$ cat src/rtl/mutex_client_master.sv
// Avalon-MM master that acquires/releases a hardware mutex for one local requester.
// State table:
//   IDLE     | waiting for acquire_req
//   ACQ_WR   | writing {owner,lock} to the mutex register
//   ACQ_RD   | reading the register back
//   ACQ_WAIT | waiting for readback data
//   BACKOFF  | idle wait after a lost attempt
//   HELD     | mutex confirmed owned
//   REL_WR   | writing {owner,0} to release
//   FAIL     | retries exhausted, one-cycle acq_fail
module mutex_client_master #(
  parameter logic [15:0] OWNER_ID       = 16'h0001,
  parameter logic [15:0] LOCK_VALUE     = 16'h0001,
  parameter int unsigned BACKOFF_CYCLES = 8,
  parameter int unsigned MAX_RETRIES    = 0
) (
  input  logic        clk,
  input  logic        reset_n,
  input  logic        acquire_req,
  input  logic        release_req,
  output logic        granted,
  output logic        busy,
  output logic        acq_fail,
  output logic        avm_address,
  output logic        avm_chipselect,
  output logic        avm_read,
  output logic        avm_write,
  output logic [31:0] avm_writedata,
  input  logic [31:0] avm_readdata,
  input  logic        avm_waitrequest,
  input  logic        avm_readdatavalid
);

  localparam logic [31:0] LOCK_WORD     = {OWNER_ID, LOCK_VALUE};
  localparam logic [31:0] RELEASE_WORD  = {OWNER_ID, 16'h0000};
  localparam logic [7:0]  BACKOFF_LOAD  = 8'(BACKOFF_CYCLES);
  localparam logic [7:0]  MAX_RETRY_CNT = 8'(MAX_RETRIES);

  typedef enum logic [2:0] {
    IDLE,
    ACQ_WR,
    ACQ_RD,
    ACQ_WAIT,
    BACKOFF,
    HELD,
    REL_WR,
    FAIL
  } state_t;

  state_t     state, next_state;
  logic [7:0] retry_cnt, retry_nxt;
  logic [7:0] backoff_cnt, backoff_nxt;
  logic [7:0] retry_inc;
  logic       check_en;

  assign retry_inc   = (retry_cnt == 8'hFF) ? 8'hFF : retry_cnt + 8'd1;
  assign avm_address = 1'b0;

  always_comb begin
    next_state  = state;
    retry_nxt   = retry_cnt;
    backoff_nxt = backoff_cnt;
    check_en    = 1'b0;
    case (state)
      IDLE: begin
        if (acquire_req) begin
          retry_nxt  = 8'd0;
          next_state = ACQ_WR;
        end
      end
      ACQ_WR: begin
        if (!avm_waitrequest) next_state = ACQ_RD;
      end
      ACQ_RD: begin
        if (!avm_waitrequest) begin
          if (avm_readdatavalid) check_en = 1'b1;
          else                   next_state = ACQ_WAIT;
        end
      end
      ACQ_WAIT: begin
        if (avm_readdatavalid) check_en = 1'b1;
      end
      BACKOFF: begin
        if (backoff_cnt <= 8'd1) begin
          backoff_nxt = 8'd0;
          next_state  = ACQ_WR;
        end else begin
          backoff_nxt = backoff_cnt - 8'd1;
        end
      end
      HELD: begin
        if (release_req) next_state = REL_WR;
      end
      REL_WR: begin
        if (!avm_waitrequest) next_state = IDLE;
      end
      FAIL: begin
        next_state = IDLE;
      end
      default: begin
        next_state = IDLE;
      end
    endcase

    // readback compare shared by the normal and same-cycle readdatavalid paths
    if (check_en) begin
      if (avm_readdata == LOCK_WORD) begin
        next_state = HELD;
      end else begin
        retry_nxt = retry_inc;
        if ((MAX_RETRIES != 0) && (retry_inc == MAX_RETRY_CNT)) begin
          next_state = FAIL;
        end else begin
          backoff_nxt = BACKOFF_LOAD;
          next_state  = BACKOFF;
        end
      end
    end
  end

  // outputs are registered from next_state so they line up with the state register
  always_ff @(posedge clk) begin
    if (!reset_n) begin
      state          <= IDLE;
      retry_cnt      <= 8'd0;
      backoff_cnt    <= 8'd0;
      granted        <= 1'b0;
      busy           <= 1'b0;
      acq_fail       <= 1'b0;
      avm_chipselect <= 1'b0;
      avm_read       <= 1'b0;
      avm_write      <= 1'b0;
      avm_writedata  <= 32'h0000_0000;
    end else begin
      state          <= next_state;
      retry_cnt      <= retry_nxt;
      backoff_cnt    <= backoff_nxt;
      granted        <= (next_state == HELD);
      busy           <= (next_state != IDLE) && (next_state != HELD);
      acq_fail       <= (next_state == FAIL);
      avm_chipselect <= (next_state == ACQ_WR) || (next_state == ACQ_RD) ||
                        (next_state == REL_WR);
      avm_read       <= (next_state == ACQ_RD);
      avm_write      <= (next_state == ACQ_WR) || (next_state == REL_WR);
      if (next_state == ACQ_WR)      avm_writedata <= LOCK_WORD;
      else if (next_state == REL_WR) avm_writedata <= RELEASE_WORD;
      else                           avm_writedata <= 32'h0000_0000;
    end
  end

endmodule
$ cat config.mk
export PLATFORM = sky130hd
export DESIGN_NAME = mutex_client_master
export DESIGN_NICKNAME = d
export VERILOG_FILES = /design/src/rtl/mutex_client_master.sv
export SDC_FILE = /design/constraint.sdc
export NUM_CORES = 1
export LEC_CHECK = 0
export CORE_ASPECT_RATIO = 1.2
export CORE_MARGIN = 2
export CORE_UTILIZATION = 35
export DETAILED_ROUTE_END_ITERATION = 6
export GPL_ROUTABILITY_DRIVEN = 0
export GPL_TIMING_DRIVEN = 0
export PLACE_DENSITY_LB_ADDON = 0.25
export SLEW_MARGIN = 20
export SYNTH_ARGS = -nofsm -noshare
export SYNTH_HDL_FRONTEND = slang
export SYNTH_SLANG_ARGS = --single-unit
$ cat constraint.sdc
create_clock -name clk -period 5.9 [get_ports clk]
set_input_delay 1.77 -clock clk [delete_from_list [all_inputs] [get_ports clk]]
set_output_delay 1.77 -clock clk [all_outputs]
set_load 0.05 [all_outputs]
==> summary.md, run 1 <==
| Metric | Value |
|---|---|
| Status | complete, no violations |
| Synth unique cells | 39 |
| Number of flops mapped to enable cells by yosys | 0 |
| Peak Freq | 0.3052 GHz |
| Post-synthesis adder-cell area fraction | 0.02114 |
| Clk root buf | clkbuf_8 |
| RSZ-0062 raised after global routing | no |
| Post-synth top area share | 0.3044 |
| Worst Hold Class | reg2reg |
| Slew HR | 0.6660 |
| Crit. End Element | flip-flop |
| H-Tree Level Count | 1 |
| Initial core utilization | 0.3608 |
| Routed vias | ~1100 |
| DR vias/cell | roughly 4.3 |
| Startpoint types | input port |
| Area share of xor/xnor cells in the synthesized design | 0.04440 |
| Finish-stage setup viols | 0 |
| Area Growth Syn to Fin | 56.45% |
| Total grt overflow | 0 |
| Fin. Hold Viols | 0 |
| Clk slew on worst S/H paths | about 0.060 ns |
| Critical path class | in2reg |
| Max-cap violations | 0 |
| Drt wl/cell | between 9 and 10 um |
| CORE AREA | about 3300 um^2 |
| Number of routed nets with antenna violations | 0 |
| CTS tree | done |
| Die Wd | about 57 um |
| Tmin final | 3.277 ns |
| Req. time, crit path | roughly 6.1 ns |
| Io pins | slightly below 80 |
| Clk sinks | 18 |
| Height of the chip | 67.71 um |
| Worst-Margin Slew | 0.4994 ns |
| Row cnt | 23 |
| Tot Pwr | around 390 uW |
| Seq/Total Area, Yosys | 0.3044 |
| Largest net degree at the start of global routing | 11 |
| Final slew viol count | 0 |
| Arrival time at the worst endpoint | 3.46 ns |
| Synth Area in Simple Gates | 0.2939 |
| Post-Route WL | 2.613 mm |
| Die Area | 3865 um^2 |
| Nets | 270 |
| Post-route DRC | 0 |
| Largest family of logic cells by synthesized area | simple AND/OR/NAND/NOR gates |
| Final period util | 0.5554 |
| Area of the mapped netlist | 1184 um^2 |
| Share of cells above drive strength 1 | 0.1790 |
| Leading cell types by total area after synthesis | dfxtp_1 30%, buf_4 20%, nor2_1 4.4% |
| Static Leakage | 0.0008423 uW |
| Synth Area in Compound Gates | 0.1025 |
| Synth top cells by count | 32 x buf_4, 18 x dfxtp_1, 14 x nor2_1, 11 x nand2_1, 8 x nor4_1 |
| CTS Buf Count | 3 |
| Clk buf depth | 2 |
| Final Util | 0.5645 |
| Cts hold-fix bufs | 0 |
| First drt pass iteration count | 4 |
| Clk_lat worst skew | 0.25 ns |
| Mapped Cells | between 100 and 150 |
| Cell with the most instances after synthesis | buf_4 |
| TNS Setup | 0 ns |
| DPL Wire Length | 2.280 mm |
| Syn avg cell area | 7.944 um^2 |
| Inserted Diodes | 0 |
| VDD IR max | 163.4 uV |
| Yosys top cell by area | dfxtp_1 |
| Async set or reset register ratio after synthesis | 0 |
| Vias in the first global route | 996 |
| Power density cells | 209.4 nW/um^2 |
| Top FF cell, synth | dfxtp_1 |
| Initial antenna violation count | 0 |
| I/O Buffers | 45 |
| Yosys warns | 0 |
| Crit path max fanout | 5 |
| Setup bufs post-CTS | 0 |
| Mux share of post-synthesis cell area | 0 |
| Tot GR Track Use | 0.1347 |
| Global-route wire length before repair | around 4.1 mm |
| Post_cts resized | 0 |
| Initial DRC count | 25 |
| Setup Skew | 0.002193 ns |
| Yosys reg bits | 18 |
state kept, by name (all words and copies together) (netlist names):
name,count
backoff_cnt,8
state,3
acq_fail,1
avm_chipselect,1
avm_read,1
avm_write,1
avm_writedata,1
busy,1
granted,1
through the flow:
step	cell area, um^2	setup slack [ns]	hold slack, ns	cells
after global placement	1797	2.369	0.4914	262
after detailed placement	1797	2.355	0.4969	262
after CTS	1852	2.616	0.5151	266
final	1852	2.623	0.5073	266
after global routing	1852	2.481	0.5584	266
after floorplan	1300	3.013	0.4710	180
placed cells by master (no fill, tap or decap), drive strengths merged, types with 3 or more instances in the layout:
cell type and instances:
nor2b 3, inv 5, and3 3, dfxtp 18
conb 32, a21oi 5, o21ai 5, nor2 14
clkdlybuf4s50 45, xor2 5, nand3 3, nand2 11
nor4 8, nor3 6, buf 33, clkbuf 6
cells by family (layout without fill, tap and decap cells):
| group | count (synthesis) | after routing |
|---|---|---|
| AND/OR/NAND/NOR | 64 | 64 |
| buffers and inverters | 40 | 89 |
| AO/OA/AOI/OAI | 18 | 18 |
| flip-flops | 18 | 18 |
| XOR/XNOR | 6 | 6 |
| adder cells (fa/ha/maj) | 2 | 2 |
| other | 1 | 32 |
final cells by class:
cell class | instances | area, um^2
sequential | 18 | 360.3
fill | 321 | 1429
inverter | 5 | 18.77
clock buffer | 4 | 55.05
timing repair buffer | 45 | 450.4
tap | 37 | 46.29
multi-input combinational | 122 | 666.9
buffer | 35 | 254.0
critical path: stages:
cell and delay [ns]:
clkdlybuf4s50_1 0.56, nor2b_1 0.29, nand3b_1 0.21, o21bai_1 0.23
nand3_1 0.26, nor2_1 0.15
final timing paths:
| kind | start | to | slack [ns] | depth (start not counted) |
|---|---|---|---|---|
| max | avm_waitrequest | backoff_cnt[5] | 2.62 | 6 |
| min | backoff_cnt[6] | backoff_cnt[6] | 0.51 | 2 |
| max reg2reg | state[2] | busy | 3.80 | 6 |
| min reg2reg | backoff_cnt[6] | backoff_cnt[6] | 0.51 | 2 |
power by group:
part / internal [uW] / switching, uW / leakage (uW)
Sequential: 130 / 3.14 / 0.000147
Combinational: 63.1 / 96.0 / 0.000667
Clock: 59.1 / 36.8 / 0.0000288
Total: 252 / 136 / 0.000842
metal layers:
metal | part of all wire | up-vias | track usage
met1 | 0.40 | 473 | 0.1473
met4 | 0 | 0 | 0.02616
met5 | 0 | - | 0
met2 | 0.47 | 51 | 0.2514
li1 | - | 612 | -
met3 | 0.12 | 0 | 0.04789
(Power assumes the default switching activity.)
==> run 2: changes to the inputs <==
--- a/config.mk
+++ b/config.mk
@@ -7,7 +7,7 @@
 export LEC_CHECK = 0
 export CORE_ASPECT_RATIO = 1.2
 export CORE_MARGIN = 2
-export CORE_UTILIZATION = 35
+export CORE_UTILIZATION = 32
 export DETAILED_ROUTE_END_ITERATION = 6
 export GPL_ROUTABILITY_DRIVEN = 0
 export GPL_TIMING_DRIVEN = 0
==> constraint.sdc (replaced) <==
create_clock -name clk -period 3 [get_ports clk]
set_input_delay 0.9 -clock clk [delete_from_list [all_inputs] [get_ports clk]]
set_output_delay 0.9 -clock clk [all_outputs]
set_load 0.05 [all_outputs]
==> summary.md, run 2 (synthesis gave the netlist of run 1 again) <==
| Metric | Value |
|---|---|
| Post-place instance area | approximately 1800 um^2 |
| Total grt overflow | 0 |
| Setup slack after layout | 0.5799 ns |
| GRT busiest layer | met2 |
| Setup Skew | 0.002033 ns |
| CTS tree | done |
| Tmin final | 2.420 ns |
| Io pins | 77 |
| # fillers | 368 |
| GRT met1 Usage | 0.1247 |
| Largest net degree at the start of global routing | 11 |
| Vias in the first global route | around 970 |
| Hold Crit Start | backoff_cnt[6] |
| Share of cells above drive strength 1 | 0.1754 |
| Critical path class | in2reg |
| Max-cap violations | 0 |
| H-Tree Level Count | 1 |
| CORE AREA | 3603 um^2 |
| Req. time, crit path | 3.19 ns |
| Most flop-heavy register | backoff_cnt |
| Row cnt | 24 |
| CP Launch Point | avm_waitrequest |
| Die Area | 4204 um^2 |
| Global-route wire length before repair | 3.974 mm |
| Largest register FFs | 8 |
| Met2 usage | 0.2125 |
| CTS Buf Count | 3 |
| Startpoint types | input port |
| Slew HR | 0.6627 |
| Cts hold-fix bufs | 0 |
| Clk slew on worst S/H paths | 0.06 ns |
| Worst-Margin Slew | ~0.50 ns |
| Dpl ws | 0.3564 ns |
| Most common library cell in the layout ignoring fill and taps | clkdlybuf4s50_1 |
| Setup bufs post-CTS | 0 |
| Clk sinks | 18 |
| Status | complete, no violations |
| Final period util | 0.8067 |
| Post-route DRC | 0 |
| Arrival time at the worst endpoint | 2.61 ns |
| Initial DRC count | 19 |
| Non-Filler Cell Area, Final | roughly 1800 um^2 |
| Multi-input logic area | 666.9 um^2 |
| Crit. End Element | flip-flop |
| Finish-stage setup viols | 0 |
| R2R Path Start | state[2] |
| I/O Buffers | between 40 and 50 |
| Initial core utilization | 0.3285 |
| Area Growth Syn to Fin | 55.50% |
| Hold WS | around 0.51 ns |
| Static Leakage | 0.0008351 uW |
| DPL Wire Length | 2.277 mm |
| First drt pass iteration count | 4 |
| TNS Setup | 0 ns |
| Sequential Area | 360.3 um^2 |
| Nets | 270 |
| Initial antenna violation count | 0 |
| Number of routed nets with antenna violations | 0 |
| Clk_lat worst skew | 0.25 ns |
| Routed vias | 1165 |
| Fin. Hold Viols | 0 |
| Clk buf depth | 2 |
| Met3 Use GR | 0.03839 |
| Post-Route WL | about 2.8 mm |
| Largest regs | backoff_cnt (8), state (3) |
| Inserted Diodes | 0 |
| Die Wd | approximately 60 um |
| Peak Freq | 0.4132 GHz |
| Worst Hold Class | reg2reg |
| Height of the chip | just over 70 um |
| RSZ-0062 raised after global routing | no |
| Post_cts resized | 0 |
| Clk root buf | clkbuf_8 |
| VDD IR max | 307.7 uV |
| Drt wl/cell | 10.35 um |
| Crit path max fanout | 5 |
| DR vias/cell | approximately 4.4 |
| Tot GR Track Use | 0.1227 |
| Final slew viol count | 0 |
| Commonest non-fill, non-tap cells in the layout | 45 x clkdlybuf4s50_1, 32 x buf_4, 32 x conb_1 |
| Power density cells | ~400 nW/um^2 |
## run 2: cell types whose count changed in the layout (fill, tap and decap cells not counted), sizes merged
cell,before,now
clkbuf,6,5
## run 2: final timing paths
kind	depth (start not counted)	slack [ns]	end
max	6	0.58	backoff_cnt[7]
min	2	0.51	backoff_cnt[6]
min reg2reg	2	0.51	backoff_cnt[6]
max reg2reg	6	0.85	avm_write
## run 2: report_power, final
group          switching, uW  internal [uW]
Combinational            191            124
Sequential              6.09            255
Clock                   75.0           89.2
Total                    272            468
## run 2: layout make-up
class,count,share of cell area
flip-flops and latches,18,0.1958
repair buffers,45,0.2447
well taps,39,0.02651
plain buffers,35,0.1380
multi-input cells,122,0.3623
inverters,5,0.01020
clock buffers,3,0.02243
## run 2: critical path, cell delays in order
cell and delay, ns:
clkdlybuf4s50_1 0.57, nor2b_1 0.28, nand3b_1 0.21, o21bai_1 0.22
nand3_1 0.27, nor2_1 0.16
## run 2: layer usage
metal,up-vias,wire [um],share of wire
li1,608,-,-
met1,493,1041,0.38
met2,57,1249,0.45
met3,7,399,0.14
met4,0,72,0.026
met5,-,0,0
## run 2: through the flow
step	std cells	power, uW	utilization
CTS	267	749.7	0.5108
detailed placement	264	580.9	0.4993
floorplan	180	491.0	-
global route	267	776.4	0.5108
finish	267	740.5	0.5108
global placement	264	579.9	0.4993
==> run 3: changes to the inputs <==
==> constraint.sdc (replaced) <==
create_clock -name clk -period 2 [get_ports clk]
set_input_delay 0.6 -clock clk [delete_from_list [all_inputs] [get_ports clk]]
set_output_delay 0.6 -clock clk [all_outputs]
set_load 0.05 [all_outputs]
==> summary.md, run 3 (synthesis gave the netlist of run 1 again) <==
| Metric | Value |
|---|---|
| Post-Route WL | between 2 and 3 mm |
| Cts hold-fix bufs | 0 |
| Max-cap violations | 0 |
| Crit path buffers/inverters | 1 |
| WL met3 | 395 um |
| Hold WS | ~0.51 ns |
| Post-route DRC | 0 |
| CORE AREA | 3603 um^2 |
| Dpl ws | -0.3436 ns |
| Area Growth Syn to Fin | 59.09% |
| Largest regs | backoff_cnt (8), state (3) |
| Inserted Diodes | 0 |
| Reg2reg setup slack | 0.12 ns |
| Total grt overflow | 0 |
| Setup slack after layout | 0.04262 ns |
| Crit. End Element | output pin |
| Hold Crit Depth | 2 |
| Reg-to-reg critical path endpoint | busy |
| Max incr delay on CP | 0.80 ns |
| Hold Crit Start | backoff_cnt[6] |
| Status | complete, no violations |
| DPL Wire Length | 2.277 mm |
| R2R Path Start | state[0] |
| Most common library cell in the layout ignoring fill and taps | clkdlybuf4s50_1 |
| Delay-heaviest family, CP | buffers and inverters |
| Cell count after placement | 264 |
| CTS Buf Count | 3 |
| Row cnt | 24 |
| I/O Buffers | 45 |
| Routed vias | 1164 |
| Wl on met1 | 1.053 mm |
| Initial antenna violation count | 0 |
| CTS tree | done |
| Share of cells above drive strength 1 | 0.2018 |
| H-Tree Level Count | 1 |
| Clk buf depth | 2 |
| VDD IR max | 462.1 uV |
| Critical path class | reg2out |
| Setup Skew | around 0.0018 ns |
| Final std cells w/o fill | 267 |
| Tot GR Track Use | 0.1260 |
| Die Area | 4204 um^2 |
| Io pins | 77 |
| Worst-Margin Slew | 0.5069 ns |
| Slew HR | 0.6615 |
| Commonest non-fill, non-tap cells in the layout | 41 x clkdlybuf4s50_1, 33 x buf_4, 32 x conb_1 |
| Power density cells | 597.2 nW/um^2 |
| Fin. Hold Viols | 0 |
| Global-route wire length before repair | slightly above 4 mm |
| Final slew viol count | 0 |
| Met2 routed wirelength | around 1.3 mm |
| Finish-stage setup viols | 0 |
| Tmin final | between 1.5 and 2 ns |
| DR vias/cell | roughly 4.4 |
| Peak Freq | 0.5109 GHz |
| CP Cell Sequence | clkdlybuf4s50_1 |
| Initial DRC count | 20 |
| Clk slew on worst S/H paths | 0.06 ns |
| Number of routed nets with antenna violations | 0 |
| Most flop-heavy register | backoff_cnt |
| Clk_lat worst skew | 0.25 ns |
| Initial core utilization | 0.3285 |
| Arrival time at the worst endpoint | roughly 1.4 ns |
| Crit path max fanout | 1 |
| Req. time, crit path | 1.40 ns |
| Largest register FFs | 8 |
| Final period util | 0.9787 |
| Top Metal Used | met4 |
| Nets | 270 |
| Drt wl/cell | 10.55 um |
| RSZ-0062 raised after global routing | no |
| Startpoint types | flip-flop |
| Reg2reg path depth | 6 |
| Height of the chip | between 70 and 80 um |
| Static Leakage | 0.0008860 uW |
| Worst Hold Class | reg2reg |
| Critical-path top delay cell | clkdlybuf4s50_1 |
| Vias in the first global route | 972 |
| Clk sinks | 18 |
| Hold path endpoint | backoff_cnt[6] |
| Largest net degree at the start of global routing | 11 |
| Clk root buf | clkbuf_8 |
| First drt pass iteration count | 4 |
| Die Wd | just under 60 um |
## run 3: cell count changes in the layout (fill, tap and decap cells not counted), moves of 2 or more
cell	before	now
dlymetal6s2s_1	0	2
clkdlybuf4s50_1	45	41
dlygate4sd2_1	0	2
or3b_4	0	2
## run 3: repair_timing
item | CTS | global route
resized for setup | 8 | 5
setup buffers | 1 | 0
setup endpoints to repair | 10 | 15
pin swaps | 4 | 4
## run 3: worst max-delay path by stage
stage,slack (ns),from,depth (start not counted),to
after global placement,-0.35,acquire_req,6,avm_write
after detailed placement,-0.34,avm_waitrequest,6,backoff_cnt[7]
after CTS,0.003,avm_write,1,avm_write
after global routing,0.003,avm_chipselect,1,avm_chipselect
final,0.04,busy,1,busy
after floorplan,0.06,state[0],7,busy
## run 3: report_power, final
part | switching, uW | total [uW] | internal (uW)
Sequential | 9.26 | 392 | 382
Clock | 112 | 246 | 134
Combinational | 293 | 487 | 195
## run 3: cell type report
type / instances / area, um^2
sequential: 18 / 361.6
tap: 39 / 48.80
clock buffer: 3 / 41.29
buffer: 34 / 249.0
multi-input combinational: 122 / 703.2
timing repair buffer: 46 / 460.4
inverter: 5 / 18.77
fill: 374 / 1720
## run 3: per-stage QoR
stage                     utilization  setup TNS [ns]  area, um^2  power, uW
after CTS                      0.5170               0        1863       1138
after detailed placement       0.4993          -4.137        1799      871.3
after global placement         0.4993          -4.055        1799      869.9
after floorplan                     -               0        1300      736.5
after global routing           0.5226               0        1883       1181
final                          0.5226               0        1883       1125
## run 3: per-layer routing
layer / global-route usage / vias up
met5: 0 / -
met4: 0.06914 / 0
met3: 0.04022 / 5
met2: 0.2161 / 55
met1: 0.1326 / 495
li1: - / 609
==> edit 1 (flow settings as in run 2) <==
Re-encode `state_t` (8 states) as one-hot, 8 bits wide.
--- a/src/rtl/mutex_client_master.sv
+++ b/src/rtl/mutex_client_master.sv
@@ -36,15 +36,15 @@
   localparam logic [7:0]  BACKOFF_LOAD  = 8'(BACKOFF_CYCLES);
   localparam logic [7:0]  MAX_RETRY_CNT = 8'(MAX_RETRIES);
 
-  typedef enum logic [2:0] {
-    IDLE,
-    ACQ_WR,
-    ACQ_RD,
-    ACQ_WAIT,
-    BACKOFF,
-    HELD,
-    REL_WR,
-    FAIL
+  typedef enum logic [7:0] {
+    IDLE     = 8'b00000001,
+    ACQ_WR   = 8'b00000010,
+    ACQ_RD   = 8'b00000100,
+    ACQ_WAIT = 8'b00001000,
+    BACKOFF  = 8'b00010000,
+    HELD     = 8'b00100000,
+    REL_WR   = 8'b01000000,
+    FAIL     = 8'b10000000
   } state_t;
 
   state_t     state, next_state;
Check against the original RTL: no difference found for any inputs over 10 cycles, from zero or initial values and one cycle with reset_n low; not proved beyond that.
==> edit 1 against run 2 <==
  * Sequential cell count increased by 5
  * Final cell count increased by 13%
  * Setup slack got worse by 220 ps
  * Fmax decreased by 8.4%
  * Non-clock buffer count decreased by 3
  * Total power decreased by 1.9%
  * Register-to-register slack improved by 210 ps
  * Final area increased by 14%
  * Worst hold slack improved by 4.6 ps
  * Wire length increased by 13%
  * Synthesized area increased by 19%
  * Critical endpoint is now backoff_cnt[2]
  * Highest routed layer unchanged
==> edit 1: results (changes against run 2) <==
* Status: finished, final reports clean
* Post-synthesis cell type count at 40 (+2.6%)
* Top sig layer: met4
* Critical Path AT at 2840 ps (+230 ps)
* FFs w/ async S/R, synth at 0 (unchanged)
* Static Leak at 0.908 nW (+8.7%)
* HPWL Detailed at 2630 um (+16%)
* Synth area leaders: dfxtp_1 33%, buf_4 17%, nor2_1 4.8%
* Number of non-clock buffers at 77 (-3.8%)
* GR peak layer: met2
* Grt met3 use at 0.0207 (-0.0177)
* Layout cells sized above 1 at 0.212 (+0.0368)
* Largest net degree at the start of global routing at 13 (+2)
* Synth top area share at 0.328 (+0.0233)
* Num Clock Sinks at 23 (+5)
* Filler Cells Inserted at 444 (+21%)
* Signal buf overhead at 0.330 (-0.0524)
* Switching Share at 0.320 (-0.0477)
* Comb power frac at 0.298 (-0.128)
* Sequential cell area share at 0.220 (+0.0244)
* Vias in the first global route at 1203 (+24%)
* Number of port buffers at 45 (unchanged)
* Top flop regs: backoff_cnt (8), state (8)
* H-tree Lvls at 1 (unchanged)
* First-pass GRT wire length at 5260 um (+32%)
* Routed wire per std cell at 10.3 um (about the same)
* Sequential-to-total area share from yosys stat at 0.328 (+0.0233)
* Multi-input gates at 135 (+11%)
* 1st-iter DRT viols at 28 (+9)
* GRT Total Usage at 0.131 (+0.00809)
* DR WL met3 at 143 um (-64%)
* Vias at 1276 (+9.5%)
* Most frequent cells after synthesis: 32 x buf_4, 23 x dfxtp_1, 18 x nor2_1
* Logic inverters at 6 (+1)
* Slew @ Worst Pin at 501 ps (-3.43 ps)
* Met2 GRT Util at 0.251 (+0.0386)
* Hold_sp: backoff_cnt[2]
* Clock slew at reported path FFs at 80 ps (+20 ps)
* Fraction of area in multi-input gates at 0.384 (+0.0213)
* Routed wl met2 at 1680 um (+35%)
* Clk cell area share at 0.0215 (-0.000890)
* Worst Setup SP: avm_waitrequest
* Nets at 286 (+5.9%)
* Power Sequential at 0.315 mW (+21%)
* Clk_skew at 5.94 ps (+3.91 ps)
* Clock buffer count at 4 (+1)
* Delay-heaviest family, CP: compound AO/OA/AOI/OAI gates
* Peak supply drop at 0.215 mV (-30%)
* TritonRoute pass-1 iters at 4 (unchanged)
* Diode count at 0 (unchanged)
* Yosys warns at 0 (unchanged)
* Met1 Use GR at 0.143 (+0.0180)
* Met1 WL at 1250 um (+20%)
* Clk_lat worst skew at 270 ps (+20 ps)
edit 1: metrics by stage:
step	instances	worst slack [ps]	instance area, sq um	hold WS (ps)	total power, mW
5_1_grt	301	200	2090	536	0.755
3_5_place_dp	297	85.8	2050	500	0.538
2_1_floorplan	196	827	1530	467	0.474
3_3_place_gp	297	82.9	2050	495	0.537
4_1_cts	301	362	2090	513	0.731
6_report	301	358	2090	511	0.727
edit 1: cells by family after synthesis:
group / share of synthesized area
other cells: 0.00267
buf+inv: 0.187
xor+xnor: 0.0312
flops: 0.328
fa+ha+maj: 0.0178
simple gates: 0.306
compound gates: 0.127
edit 1: final timing paths:
kind | end | slack, ps | depth (start not counted)
setup / recovery | backoff_cnt[2] | 360 | 7
hold / removal | backoff_cnt[2] | 510 | 2
setup reg to reg | backoff_cnt[2] | 1060 | 6
hold reg to reg | backoff_cnt[2] | 510 | 2
==> edit 2 (config.mk and constraints of run 2) <==
Made on the original files. The parameter `BACKOFF_CYCLES` goes from 8 to 7.
--- a/src/rtl/mutex_client_master.sv
+++ b/src/rtl/mutex_client_master.sv
@@ -11,7 +11,7 @@
 module mutex_client_master #(
   parameter logic [15:0] OWNER_ID       = 16'h0001,
   parameter logic [15:0] LOCK_VALUE     = 16'h0001,
-  parameter int unsigned BACKOFF_CYCLES = 8,
+  parameter int unsigned BACKOFF_CYCLES = 7,
   parameter int unsigned MAX_RETRIES    = 0
 ) (
   input  logic        clk,
Behaviour: no difference found for any inputs over 10 cycles, from zero or initial values and one cycle with reset_n low; that may be too few to reach the edited logic, so the function may still have changed.
==> edit 2 against run 2 <==
  * Setup slack worse by 180 ps
  * Wire length shrank 7.2%
  * Final area up 1.3%
  * Core utilization increased by 0.66 points
  * Total power rose by 2.0%
  * Clock skew rose by 1.0 ps
  * Sequential cell count stayed put
  * Final cell count down 3.0%
  * Via count decreased by 6.1%
  * Synthesized area up 0.85%
  * Worst hold slack gained 33 ps
  * Critical path depth unchanged
  * Register-to-register slack better by 70 ps
  * Largest power group unchanged
  * Highest routed layer unchanged
==> edit 2: results (changes against run 2) <==
* Status: finished, final reports clean
* Synth Area in XOR/XNOR at 0.0367 (-0.00771)
* Clk cell area share at 0.0295 (+0.00710)
* Relative slew margins at 0.598 (-0.0642)
* Logic inverters at 7 (+2)
* Filler Cells Inserted at 350 (-4.9%)
* Largest net degree at the start of global routing at 11 (unchanged)
* Delay-heaviest family, CP: compound AO/OA/AOI/OAI gates
* Met1 Use GR at 0.158 (+0.0332)
* Worst Hold Endpoint: backoff_cnt[6]
* Crit Path Max Fanout at 6 (+1)
* Power share of the sequential group at 0.342 (-0.010)
* Signal buf overhead at 0.382 (-0.000853)
* Routed wire per std cell at 9.90 um (-4.3%)
* Post-synthesis cell type count at 40 (+2.6%)
* Layout cells sized above 1 at 0.223 (+0.0473)
* 1st-iter DRT viols at 21 (+2)
* Peak supply drop at 0.179 mV (-42%)
* HPWL Detailed at 2150 um (-5.6%)
* Crit path largest cell delay at 400 ps (-170 ps)
* Nets at 261 (-3.3%)
* Reg2reg end: avm_chipselect
* Reg2Reg Depth at 5 (-1)
* Static Leak at 0.849 nW (+1.7%)
* Critical Path AT at 2720 ps (+110 ps)
* Synth Area in Adders at 0.0210 (-0.000177)
* Sequential-to-total area share from yosys stat at 0.302 (-0.00255)
* Most frequent cells after synthesis: 32 x buf_4, 18 x dfxtp_1, 12 x nor2_1
* Met1 WL at 1030 um (-0.86%)
* P_clk at 0.201 mW (+23%)
* GRT Total Usage at 0.132 (+0.00892)
* Hold Worst Slack at 539 ps (+32.7 ps)
* Vias at 1094 (-6.1%)
* Area post-placement at 0.00181 sq mm (+0.56%)
* Sequential cell area share at 0.193 (-0.00250)
* Detail-routed via count per cell at 4.22 (-3.2%)
* Synth Area in Compound Gates at 0.117 (+0.0149)
* Pwr Density at 405 mW/mm^2 (+0.67%)
* Multi-input gates at 111 (-9.0%)
* First-pass GRT wire length at 4400 um (+11%)
* Internal at 0.488 mW (+4.3%)
* DR WL met3 at 271 um (-32%)
* Syn Inst Count at 140 (-6.0%)
* Synth area leaders: dfxtp_1 30%, buf_4 20%, nor2_1 3.8%
* Clock buffer count at 4 (+1)
* Met2 GRT Util at 0.213 (about the same)
* Mux cell area share after synthesis at 0.0178 (+0.0178)
## edit 2: cells by family after synthesis
group	after synthesis
AND/OR/NAND/NOR	48
buffers and inverters	42
AO/OA/AOI/OAI	22
flip-flops	18
XOR/XNOR	5
adder cells (fa/ha/maj)	2
multiplexers	2
other	1
## edit 2: what timing repair did
| item | CTS | global route |
|---|---|---|
| gates resized for setup | 0 | 1 |
| setup endpoints to repair | 0 | 2 |
| endpoints found under the hold margin | 0 | 0 |
## edit 2: worst max-delay path by stage
stage                                start   end  cells after the start
after CTS                 avm_readdata[19]  busy                      6
final                     avm_readdata[19]  busy                      6
after floorplan           avm_readdata[19]  busy                      5
after global placement    avm_readdata[19]  busy                      6
after detailed placement  avm_readdata[19]  busy                      6
after global routing      avm_readdata[19]  busy                      6
## edit 2: tightest hold or removal path: stages, from the launching register on
cell and delay (ps):
dfxtp_1 350, xnor2_1 80, nor2_1 70
